<file path="src/rtl/fetch_unit.sv">
// fetch_unit: instruction fetch stage feeding the IF/ID register.
// Owns the pc, issues in-order requests on a req/gnt/rvalid port,
// buffers returned words in a DEPTH-entry FIFO and presents one
// {pc, instr} pair per cycle. Redirects flush the FIFO and discard
// responses that are still in flight.
// Optional feature: define FETCH_MISALIGN_CHECK_EN to halt fetch on a
// redirect to a non word-aligned address and expose fetch_misaligned.
//
// Handshakes: a request transfers on a cycle where imem_req && imem_gnt;
// a response transfers on every cycle imem_rvalid is high, in request
// order; downstream consumes the head when if_valid && !stall.
module fetch_unit #(
   parameter int unsigned      WIDTH     = 32,
   parameter logic [WIDTH-1:0] RESET_PC  = 32'h0000_0000,
   parameter int unsigned      DEPTH     = 2,
   parameter logic [WIDTH-1:0] NOP_INSTR = 32'h0000_0013
) (
   input  logic             clk,
   input  logic             rst,
   input  logic             stall,
   input  logic             redirect_valid,
   input  logic [WIDTH-1:0] redirect_pc,
   output logic             imem_req,
   output logic [WIDTH-1:0] imem_addr,
   input  logic             imem_gnt,
   input  logic             imem_rvalid,
   input  logic [WIDTH-1:0] imem_rdata,
   output logic             if_valid,
   output logic [WIDTH-1:0] if_pc,
   output logic [WIDTH-1:0] if_instr
`ifdef FETCH_MISALIGN_CHECK_EN
   ,
   output logic             fetch_misaligned
`endif
);

   localparam int unsigned CNT_W = $clog2(DEPTH + 1);
   localparam int unsigned PTR_W = (DEPTH > 1) ? $clog2(DEPTH) : 1;

   logic [WIDTH-1:0] pc_q, pc_d;
   logic [WIDTH-1:0] resp_pc_q, resp_pc_d;
   logic [CNT_W-1:0] outstanding_q, outstanding_d;
   logic [CNT_W-1:0] drop_cnt_q, drop_cnt_d;
   logic [CNT_W-1:0] count_q, count_d;
   logic [PTR_W-1:0] rd_ptr_q, rd_ptr_d;
   logic [PTR_W-1:0] wr_ptr_q, wr_ptr_d;
   logic [WIDTH-1:0] fifo_pc_q    [DEPTH];
   logic [WIDTH-1:0] fifo_instr_q [DEPTH];

   logic             fetch_en;
   logic             resp_ok;
   logic             push;
   logic             pop;
   logic [CNT_W:0]   inflight;

`ifdef FETCH_MISALIGN_CHECK_EN
   logic halted_q, halted_d;
   assign fetch_en         = !halted_q;
   assign fetch_misaligned = halted_q;
`else
   assign fetch_en = 1'b1;
`endif

   function automatic logic [PTR_W-1:0] ptr_inc(input logic [PTR_W-1:0] p);
      return (p == PTR_W'(DEPTH - 1)) ? '0 : p + PTR_W'(1);
   endfunction

   assign if_valid  = (count_q != '0);
   assign if_pc     = if_valid ? fifo_pc_q[rd_ptr_q]    : '0;
   assign if_instr  = if_valid ? fifo_instr_q[rd_ptr_q] : NOP_INSTR;
   assign imem_addr = pc_q;
   assign pop       = if_valid && !stall;
   assign resp_ok   = imem_rvalid && (outstanding_q != '0);

   // The head leaving this cycle frees its slot for a new request, so a
   // 1-cycle memory can keep one word in flight and one buffered every
   // cycle; the occupancy cap still holds after the edge.
   assign inflight  = {1'b0, outstanding_q} + {1'b0, count_q} - {{CNT_W{1'b0}}, pop};
   assign imem_req  = rst && !redirect_valid && fetch_en && (inflight < (CNT_W+1)'(DEPTH));

   // Next-state: issue, response accounting, FIFO push/pop, redirect flush.
   always_comb begin
      pc_d          = pc_q;
      resp_pc_d     = resp_pc_q;
      outstanding_d = outstanding_q;
      drop_cnt_d    = drop_cnt_q;
      count_d       = count_q;
      rd_ptr_d      = rd_ptr_q;
      wr_ptr_d      = wr_ptr_q;
      push          = 1'b0;
`ifdef FETCH_MISALIGN_CHECK_EN
      halted_d      = halted_q;
`endif
      if (imem_req && imem_gnt) begin
         pc_d          = pc_q + WIDTH'(4);
         outstanding_d = outstanding_d + CNT_W'(1);
      end
      if (resp_ok) begin
         outstanding_d = outstanding_d - CNT_W'(1);
      end
      if (redirect_valid) begin
         // Everything still in flight after this cycle belongs to the old path.
         pc_d       = redirect_pc;
         resp_pc_d  = redirect_pc;
         drop_cnt_d = outstanding_d;
         count_d    = '0;
         rd_ptr_d   = '0;
         wr_ptr_d   = '0;
`ifdef FETCH_MISALIGN_CHECK_EN
         halted_d   = (redirect_pc[1:0] != 2'b00);
`endif
      end else begin
         if (resp_ok) begin
            if (drop_cnt_q != '0) begin
               drop_cnt_d = drop_cnt_q - CNT_W'(1);
            end else begin
               push      = 1'b1;
               resp_pc_d = resp_pc_q + WIDTH'(4);
            end
         end
         if (push) wr_ptr_d = ptr_inc(wr_ptr_q);
         if (pop)  rd_ptr_d = ptr_inc(rd_ptr_q);
         count_d = count_q + CNT_W'(push) - CNT_W'(pop);
      end
   end

   // Control state register with synchronous active-low reset.
   always_ff @(posedge clk) begin
      if (!rst) begin
         pc_q          <= RESET_PC;
         resp_pc_q     <= RESET_PC;
         outstanding_q <= '0;
         drop_cnt_q    <= '0;
         count_q       <= '0;
         rd_ptr_q      <= '0;
         wr_ptr_q      <= '0;
`ifdef FETCH_MISALIGN_CHECK_EN
         halted_q      <= 1'b0;
`endif
      end else begin
         pc_q          <= pc_d;
         resp_pc_q     <= resp_pc_d;
         outstanding_q <= outstanding_d;
         drop_cnt_q    <= drop_cnt_d;
         count_q       <= count_d;
         rd_ptr_q      <= rd_ptr_d;
         wr_ptr_q      <= wr_ptr_d;
`ifdef FETCH_MISALIGN_CHECK_EN
         halted_q      <= halted_d;
`endif
      end
   end

   // FIFO storage write; contents are only meaningful below count_q.
   always_ff @(posedge clk) begin
      if (rst && push) begin
         fifo_pc_q[wr_ptr_q]    <= resp_pc_q;
         fifo_instr_q[wr_ptr_q] <= imem_rdata;
      end
   end

endmodule

</file>
<file path="config.mk">
export PLATFORM = sky130hd
export DESIGN_NAME = fetch_unit
export DESIGN_NICKNAME = d
export VERILOG_FILES = /design/src/rtl/fetch_unit.sv
export SDC_FILE = /design/constraint.sdc
export NUM_CORES = 1
export LEC_CHECK = 0
export CAP_MARGIN = 25
export CORE_ASPECT_RATIO = 1.75
export CORE_MARGIN = 1
export CORE_UTILIZATION = 53
export CTS_CLUSTER_DIAMETER = 150
export CTS_CLUSTER_SIZE = 25
export DETAILED_ROUTE_END_ITERATION = 6
export PLACE_DENSITY = 0.79
export SLEW_MARGIN = 20
export SYNTH_ARGS = -nofsm -noshare
export SYNTH_HDL_FRONTEND = slang
export SYNTH_SLANG_ARGS = --single-unit
</file>
<file path="constraint.sdc">
create_clock -name clk -period 8.78 [get_ports clk]
set_clock_uncertainty 0.05 [all_clocks]
set_input_delay 1.756 -clock clk [delete_from_list [all_inputs] [get_ports clk]]
set_output_delay 1.756 -clock clk [all_outputs]
set_load 0.02 [all_outputs]
</file>
== Yosys cells after proc, flatten, opt, wreduce, memory -nomap -nowiden ==
Memories as Yosys holds them, arrays and structs flattened. A register that Yosys moved wholly into a read port is not among the register bits.
Index checks and enable logic that the tools add are counted.
W data, S select, Z words.

* Bits in registers: 72
* Latch bits: 0
* Bits in writable memories: 128
* ROM bits: 0
* Bits of input ports: 70
* Word-level logic and storage cells: 64
* Memories: 2

* Add/subtract/negate cells: 11
* Multiply operators: 0
* Div/mod/pow operators: 0
* $lt $le $gt $ge: 1
* Equal/unequal tests: 1
* Shifts and indexed selects: 0
* Muxes and demuxes: 24
* Bitwise gates (word level): 1
* Reduce and logical (&&, ||, !) cells: 17

{| class="wikitable"
|+ Memory list
! memory !! depth !! width !! rd ports !! clocked after Yosys merged registers in !! wr ports !! RTL line !! source
|-
| fifo_instr_q || 2 || 32 || 1 || 1 || 1 || 48 || <nowiki>logic [WIDTH-1:0] fifo_instr_q [DEPTH];</nowiki>
|-
| fifo_pc_q || 2 || 32 || 1 || 1 || 1 || 47 || <nowiki>logic [WIDTH-1:0] fifo_pc_q [DEPTH];</nowiki>
|}

{| class="wikitable"
|+ Operator list
! operator !! count
|-
| $mux W32 || 7
|-
| $add A32 B3 Y32 const B || 2
|-
| $mux W1 || 12
|-
| $reduce_bool A2 Y1 || 6
|-
| $mux W2 || 5
|-
| $logic_and A1 B1 Y1 || 6
|-
| $reduce_and A2 Y1 || 2
|-
| $sub A2 B1 Y2 const B || 2
|-
| $add A2 B2 Y3 || 1
|-
| $lt A3 B2 Y1 const B || 1
|-
| $sub A3 B1 Y3 || 1
|-
| $add A1 B1 Y1 const B || 2
|-
| $add A2 B1 Y2 || 1
|-
| $add A2 B1 Y2 const B || 1
|-
| $logic_not A1 Y1 || 2
|-
| $ne A2 B2 Y1 const B || 1
|-
| $reduce_or A2 Y1 || 1
|-
| $sub A2 B1 Y2 || 1
|-
| $not A1 Y1 || 1
|}

== Depth between registers and ports, before layout ==
Gate-level depths: netlist (run 1).

* Depth in word-level cells: 10
* Mapped depth: 10

== Worst setup path before layout (run 1) ==
No wires, ideal clock.

* Path type: input -> register
* Start point: input redirect_valid
* End point: memory fifo_instr_q[0][0] (enable)
* Setup time: 0.564 ns
* Arrival time: 6.652 ns
* Data required time: 8.166 ns
* Path slack: 1.513 ns
* Stages: 4
* Cell sequence: clkbuf_1 > nand2b_1 > clkbuf_1 > nor3_1

* Longest elaborated chain between the ends: 4

{| class="wikitable"
|+ RTL lines
! item !! RTL line !! source
|-
| from (decl) || 21 || <nowiki>input logic redirect_valid,</nowiki>
|-
| $mux W1 || 101 || <nowiki>if (redirect_valid) begin</nowiki>
|-
| $logic_and A1 B1 Y1 || 156 || <nowiki>if (rst && push) begin</nowiki>
|-
| $mux W1 || 156 ||
|-
| $mux W1 (implied by the code) || 158 || <nowiki>fifo_instr_q[wr_ptr_q] <= imem_rdata;</nowiki>
|-
| to (decl) || 48 ||
|}

No other way between the ends.

== Worst setup path after layout (run 1) ==
* Start point: input stall
* End point: output imem_req

* Longest elaborated chain between the ends: 5

{| class="wikitable"
|+ RTL lines
! item !! RTL line !! source
|-
| from (decl) || 20 || <nowiki>input logic stall,</nowiki>
|-
| $logic_not A1 Y1 || 72 || <nowiki>assign pop = if_valid && !stall;</nowiki>
|-
| $logic_and A1 B1 Y1 || 72 ||
|-
| $sub A3 B1 Y3 || 78 || <nowiki>assign inflight = {1'b0, outstanding_q} + {1'b0, count_q} - {{CNT_W{1'b0}}, pop};</nowiki>
|-
| $lt A3 B2 Y1 || 79 || <nowiki>assign imem_req = rst && !redirect_valid && fetch_en && (inflight < (CNT_W+1)'(DEPTH));</nowiki>
|-
| $logic_and A1 B1 Y1 || 79 ||
|-
| to (decl) || 23 || <nowiki>output logic imem_req,</nowiki>
|}

No other way between the ends.

==> impl_results.md, run 1 <==
* Simple-Gate Fraction of Synth Area at 17.32%
* Root buf cell: clkbuf_16
* Flops & latches, synth at 201
* Post-synthesis net count at 884
* Worst-path clk slew at 100 ps
* Die span in y at 175.1 µm
* Area Growth Syn to Fin at 24.55%
* HP Class: flop to flop
* Min Clock Period, post-route at 6181 ps
* Fin crit share at 70.40%
* CP startpoint kind: input pin
* Hold Vio Cnt, Final at 0
* Largest net degree at the start of global routing at 65
* Max Clk Rate at 161.8 MHz
* Worst skew pair latency at 470 ps
* NumNets Final at 1023
* Vias in the first global route at 6610
* Multiplexer area fraction after synthesis at 7.393%
* Sequential-to-total area share from yosys stat at 58.48%
* Setup CP Type: input pin to output pin
* Arr. time, crit path at 4370 ps
* Cts hold-fix bufs at 0
* Worst hold endpoint: imem_addr[1]
* Yosys warns at 0
* Unrepaired setup endpoints after global routing: no
* Syn Area/Cell at 11.24 µm²
* Hpwl dp at 14390 µm
* Post-placement setup slack at 2617 ps
* RR Endpoint: imem_addr[15]
* DRT iter0 DRCs at 457
* Die footprint at 0.01766 mm²
* Post-Syn Area at 0.009071 mm²
* Leak at 0.003560 µW
* Synth Instances at 807
* Initial Utilization at 54.64%
* Routed len/inst at 17.97 µm
* Power Dens Cells at 194.0 mW/mm²
* CTS max path bufs at 3
* Post-synthesis share of cell area spent on xor and xnor gates at 2.221%
* Global route overflow at 0
* Router iterations before antenna repair at 5
* Slew headroom at 37.51%
* FF-to-FF Start: count_q[1]
* Number of synthesized flops with an enable pin at 128
* Post-route ant nets at 0
* TritonCTS buffer count at 12
* CTS tree: done
* Dominant combinational cell family by area after synthesis: simple AND/OR/NAND/NOR gates
* Vias post-DR at 6961
* RePlAce Congestion at 0.8823
* Share of cells above drive strength 1 at 4.517%
* CTS sink count at 201
* Post-Synth Adder-Cell Area at 1.048%
* Compound-gate portion of the synthesized area at 10.68%
* Slew @ Worst Pin at 931.6 ps
* DRC at 0
* ANT cells at 0
* Hold path start: imem_addr[1]
* Worst EP required at 6970 ps
* Rows at 62
* Fin area at 0.01130 mm²
* Placement Cell Area at 0.01091 mm²
* DRT Wirelength at 21140 µm
* Maximum vdd drop at 0.1500 mV
* Die width at 100.9 µm
* Total track usage at 23.78%
* Setup Buffers After CTS at 0
* Initial antenna violation count at 0
* Final setup margin at 2599 ps
* Critical Path End Type: output pin
* Synth async-reset ratio at 0%
* Max-cap violation count at 0
* Core area at 0.01660 mm²
* Fin util at 68.06%
* IO Port Bufs at 167
* Ys flop type: edfxtp_1
* Synth unique cells at 62
* Reg2reg path depth at 8
* WHS Path Cells at 2
* Setup TNS at 0 ps
* Worst-path maximum fanout at 14
* First-pass GRT wire length at 33110 µm
* Run status: completed
* R2R Setup Slk at 5330 ps
* Max-slew violations at 0
* Hold_ws at 418.3 ps
* Post-CTS Resized at 0
* Via density at 5.919
* H-tree depth at 1
* Final setup viols at 0
* I/O Pins at 168
==> final cells by class <==
| type | instances | area (µm²) |
|---|---|---|
| fillers | 1322 | 5303 |
| inverters | 17 | 63.81 |
| multi-input cells | 538 | 3528 |
| flip-flops and latches | 201 | 5309 |
| clock buffers | 19 | 347.8 |
| well taps | 224 | 280.3 |
| repair buffers | 176 | 1739 |
| clock inverters | 1 | 30.03 |
==> cells in the final DEF, fill, tap and decap left out, types with 4 or more instances in the layout <==
master / instances
a21oi_1: 25
ha_1: 6
nor4_1: 8
nor3_1: 13
o311ai_0: 6
xnor2_1: 12
clkbuf_16: 13
or3_1: 14
xor2_1: 10
o211ai_1: 9
o21ai_0: 38
buf_4: 9
and3_1: 13
mux2i_1: 67
a211oi_1: 5
nand3_1: 24
and4_1: 7
nor2_1: 84
or2_2: 4
o31ai_1: 13
nor3b_1: 5
clkdlybuf4s50_1: 167
nand2_1: 36
nor2b_1: 4
nand4_1: 30
inv_1: 16
a31o_2: 4
or4_1: 17
a31oi_1: 27
edfxtp_1: 128
clkbuf_1: 6
dfxtp_1: 72
and2_1: 11
==> cell usage after synthesis, types with 7 or more instances <==
cell type  number  area share (%)
o211ai_1        9            0.74
nor2_1         85             3.5
nand2_1        36             1.5
or4_1          17             1.4
and4_1          7            0.68
mux2i_1        67             7.4
nor4_1          8            0.55
inv_1          16            0.66
edfxtp_1      128              42
dfxtp_1        73              16
nand3_1        24             1.3
a21oi_1        25             1.4
buf_1           9            0.37
nor3_1         14            0.77
xnor2_1        13             1.3
xor2_1         10            0.97
o31ai_1        13             1.1
or3_1          14            0.97
nand4_1        30             2.1
clkbuf_1       39             1.6
and3_1         14            0.97
o21ai_0        38             2.1
and2_1         11            0.76
a31oi_1        27             1.9
==> per-stage QoR <==
stage	power, µW	cells
after floorplan	1418	807
after global placement	1611	1156
after detailed placement	1623	1156
after CTS	2196	1176
after global routing	2280	1176
final	2191	1176
==> logic make-up after synthesis <==
| logic type | after synthesis |
|---|---|
| AO/OA/AOI/OAI | 149 |
| adder cells (fa/ha/maj) | 7 |
| XOR/XNOR | 23 |
| buffers and inverters | 68 |
| AND/OR/NAND/NOR | 292 |
| multiplexers | 67 |
| flip-flops | 201 |
==> critical path, stage by stage <==
cell and delay, ps:
clkdlybuf4s50_1 460, nor3_1 330, o21ai_0 180, fa_1 460, xor2_1 160, buf_4 230, and3_1 200, clkdlybuf4s50_1 600
==> per-layer routing <==
layer  up-vias  global-route usage [%]  share of wire [%]
met2       276                   42.87                 52
li1       3343                       -                  -
met4         0                   9.541                3.4
met5         -                       0                  0
met3        50                   2.640                5.5
met1      3292                   28.47                 39
==> flip-flops by register name, summed over array words and instances, names as in the netlist, 2 cells and up, named ones only <==
| signal | flops |
|---|---|
| imem_addr | 32 |
| fifo_instr_q | 64 |
| drop_cnt_q | 2 |
| count_q | 2 |
| outstanding_q | 2 |
| fifo_pc_q | 64 |
| resp_pc_q | 32 |
==> worst max path at each step <==
stage	end	slack, ps	startpoint
after floorplan	fifo_instr_q[0][0]	1510	redirect_valid
after global placement	imem_req	2660	stall
after detailed placement	imem_req	2620	stall
after CTS	imem_req	2610	stall
after global routing	imem_req	2460	stall
final	imem_req	2600	stall
==> where the power goes <==
| group | switching, µW | total, µW | leakage [µW] | internal, µW |
|---|---|---|---|---|
| Sequential | 50.6 | 1110 | 0.00177 | 1060 |
| Combinational | 289 | 500 | 0.00161 | 211 |
| Clock | 299 | 581 | 0.000179 | 282 |
| Total | 639 | 2190 | 0.00356 | 1550 |
Power figures use the tool's default switching activity.
==> inputs of run 2 (changes only) <==
--- a/config.mk
+++ b/config.mk
@@ -8,11 +8,11 @@
 export CAP_MARGIN = 25
 export CORE_ASPECT_RATIO = 1.75
 export CORE_MARGIN = 1
-export CORE_UTILIZATION = 53
+export CORE_UTILIZATION = 47
 export CTS_CLUSTER_DIAMETER = 150
 export CTS_CLUSTER_SIZE = 25
 export DETAILED_ROUTE_END_ITERATION = 6
-export PLACE_DENSITY = 0.79
+export PLACE_DENSITY = 0.74
 export SLEW_MARGIN = 20
 export SYNTH_ARGS = -nofsm -noshare
 export SYNTH_HDL_FRONTEND = slang
==> constraint.sdc (replaced) <==
create_clock -name clk -period 5 [get_ports clk]
set_clock_uncertainty 0.05 [all_clocks]
set_input_delay 1 -clock clk [delete_from_list [all_inputs] [get_ports clk]]
set_output_delay 1 -clock clk [all_outputs]
set_load 0.02 [all_outputs]
==> run 2 against run 1 <==
Core utilization decreased by 7.4 points. Final area is 0.70% higher. Combinational power increased by 79%. Sequential share of layout area down 0.33 points. Critical path type unchanged.
==> impl_results.md, run 2 (synthesized netlist as in run 1, its figures left out) <==
* Run status: completed (unchanged)
* Root buf cell: clkbuf_16 (unchanged)
* Internal power component at 2739 µW (was 1553 µW)
* Fin crit share at 88.12%
* Crit-path cells: clkdlybuf4s50_1 -> nor3_1 -> o21ai_0 -> fa_1 -> xor2_1 -> and3_1 -> clkdlybuf4s50_1 (was clkdlybuf4s50_1 -> nor3_1 -> o21ai_0 -> fa_1 -> xor2_1 -> buf_4 -> and3_1 -> clkdlybuf4s50_1)
* Global route overflow at 0 (unchanged)
* Power Dens Cells at 340.4 mW/mm² (was 194.0 mW/mm²)
* RePlAce Congestion at 0.9558 (was 0.8823)
* Final setup margin at 593.8 ps (was 2599 ps)
* TritonCTS buffer count at 12 (unchanged)
* Vias in the first global route at 6689 (was 6610)
* First-pass GRT wire length at 34180 µm (was 33110 µm)
* Sequential power share at 50.4% (was 50.6%)
* Hpwl dp at 15200 µm (was 14390 µm)
* Net Switching at 1134 µW (was 638.8 µW)
* Reg2reg path depth at 8 (unchanged)
* Router iterations before antenna repair at 5 (unchanged)
* HP Class: flop to flop (unchanged)
* Max-cap violation count at 0 (unchanged)
* Leak at 0.003584 µW (was 0.003560 µW)
* Slowest cell on crit path: clkdlybuf4s50_1 (unchanged)
* Area Growth Syn to Fin at 25.42% (was 24.55%)
* Comb pwr share at 23.1% (was 22.8%)
* I/O Pins at 168 (unchanged)
* Rows at 66 (was 62)
* Most frequent cells in the layout: 167 x clkdlybuf4s50_1, 128 x edfxtp_1, 84 x nor2_1 (unchanged)
* Switch share at 29.27% (was 29.15%)
* Cts hold-fix bufs at 0 (unchanged)
* Min Clock Period, post-route at 4406 ps
* Final setup viols at 0 (unchanged)
* Post-placement setup slack at 577.1 ps (was 2617 ps)
* Die footprint at 0.01988 mm² (was 0.01766 mm²)
* Worst-path clk slew at 90 ps (was 100 ps)
* Post-CTS Resized at 0 (unchanged)
* Arr. time, crit path at 3360 ps (was 4370 ps)
* Largest net degree at the start of global routing at 65 (unchanged)
* Initial antenna violation count at 0 (unchanged)
* DRC at 0 (unchanged)
* Setup TNS at 0 ps (unchanged)
* Total track usage at 21.72% (was 23.78%)
* R2R Setup Slk at 1610 ps (was 5330 ps)
* Placed instance count at 1175 (was 1156)
* Max Clk Rate at 227.0 MHz
* Hold path start: imem_addr[0] (was imem_addr[1])
* IO Port Bufs at 167 (unchanged)
* Maximum vdd drop at 0.2260 mV (was 0.1500 mV)
* Worst hold endpoint: imem_addr[0] (was imem_addr[1])
* Routed len/inst at 18.21 µm (was 17.97 µm)
* Unrepaired setup endpoints after global routing: no (unchanged)
* CP peak stage delay at 600 ps (about the same)
* DRT iter0 DRCs at 472 (was 457)
* Share of cells above drive strength 1 at 4.911% (was 4.517%)
* Via density at 5.890 (was 5.919)
* Slew @ Worst Pin at 1004 ps (was 931.6 ps)
* Worst EP required at 3950 ps (was 6970 ps)
* WHS Path Cells at 2 (unchanged)
* RR Endpoint: imem_addr[21] (was imem_addr[15])
* FF-to-FF Start: count_q[1] (unchanged)
* CP startpoint kind: input pin (unchanged)
* Die width at 107.0 µm (was 100.9 µm)
* Top delay family on crit path: buffers and inverters (unchanged)
* Setup Buffers After CTS at 0 (unchanged)
* Number of fill cells at 1590 (was 1322)
* Biggest regs: fifo_instr_q x64, fifo_pc_q x64 (unchanged)
* CTS tree: done (unchanged)
* H-tree depth at 1 (unchanged)
* Worst-path maximum fanout at 4 (was 14)
* Crit-path most repeated cell: clkdlybuf4s50_1 (unchanged)
* NumNets Final at 1028 (was 1023)
* Critical Path Start: stall (unchanged)
* Post-route ant nets at 0 (unchanged)
* Core area at 0.01875 mm² (was 0.01660 mm²)
* ANT cells at 0 (unchanged)
* Vias post-DR at 7039 (was 6961)
* Max-slew violations at 0 (unchanged)
* Final Non-Filler Cells at 1195 (was 1176)
* CTS max path bufs at 3 (unchanged)
* Slew headroom at 32.42% (was 37.51%)
* Worst skew pair latency at 480 ps (was 470 ps)
* Most common cell after layout, fill and taps aside: clkdlybuf4s50_1 (unchanged)
* CP Buf/Inv Count at 2 (was 3)
* CTS sink count at 201 (unchanged)
* Critical Path End Type: output pin (unchanged)
* Die span in y at 185.8 µm (was 175.1 µm)
* DRT Wirelength at 21760 µm (was 21140 µm)
* Setup CP Type: input pin to output pin (unchanged)
* Hold Vio Cnt, Final at 0 (unchanged)
* Initial Utilization at 48.39% (was 54.64%)
* Clock power share at 26.5% (about the same)
==> run 2: cell count changes in the layout (fill, tap and decap cells not counted) <==
cell / change
xnor2_2: -1
xnor2_1: +1
buf_4: +3
buf_12: +2
nor3_2: -1
nor3_4: +1
==> run 2: layout make-up <==
type,count,area (µm²),share of cell area (%)
multi-input combinational,538,3527,31.00
clock buffer,19,347.8,3.057
tap,238,297.8,2.617
sequential,201,5309,46.66
inverter,17,63.81,0.5609
timing repair buffer,181,1802,15.84
clock inverter,1,30.03,0.2639
==> run 2: metal layers <==
| layer | track usage, % | part of all wire (%) |
|---|---|---|
| met5 | 0 | 0 |
| met3 | 2.206 | 5.2 |
| met1 | 24.97 | 37 |
| met2 | 40.18 | 54 |
| met4 | 9.808 | 3.6 |
==> run 2: power by group through the flow <==
stage	clock network, µW	logic (µW)	registers [µW]
finish	1030	894	1950
global route	1120	963	1970
CTS	1060	894	1950
detailed placement	0	892	1990
global placement	0	877	1980
floorplan	0	507	1980
==> run 2: through the flow <==
step | utilization [%] | power, µW | hold slack [ps] | instance area, µm²
after floorplan | - | 2489 | 373.7 | 9076
after global placement | 58.68 | 2858 | 387.9 | 11000
after detailed placement | 58.68 | 2877 | 400.9 | 11000
after CTS | 60.69 | 3902 | 413.9 | 11380
after global routing | 60.69 | 4050 | 446.4 | 11380
final | 60.69 | 3873 | 413.2 | 11380
==> run 2: worst reg2reg max path, delay by kind of cell (launching register included) <==
family	cells	cell delay [ps]
DFF	1	420
AOI/OAI and AO/OA	2	360
and+or+nand+nor	4	1820
adders and majority gates	1	600
buffers and inverters	1	80
==> run 2: worst max path at each step <==
stage	endpoint	depth (start not counted)	slack, ps
2_1_floorplan	fifo_instr_q[0][0]	4	450
3_3_place_gp	imem_req	7	610
3_5_place_dp	imem_req	7	580
4_1_cts	imem_req	7	570
5_1_grt	imem_req	7	470
6_report	imem_req	7	590
==> inputs of run 3 (changes only) <==
--- a/config.mk
+++ b/config.mk
@@ -17,3 +17,4 @@
 export SYNTH_ARGS = -nofsm -noshare
 export SYNTH_HDL_FRONTEND = slang
 export SYNTH_SLANG_ARGS = --single-unit
+export TNS_END_PERCENT = 50
==> results of run 3 <==
Same layout as run 2: the final DEF is identical, and so are final timing and power.
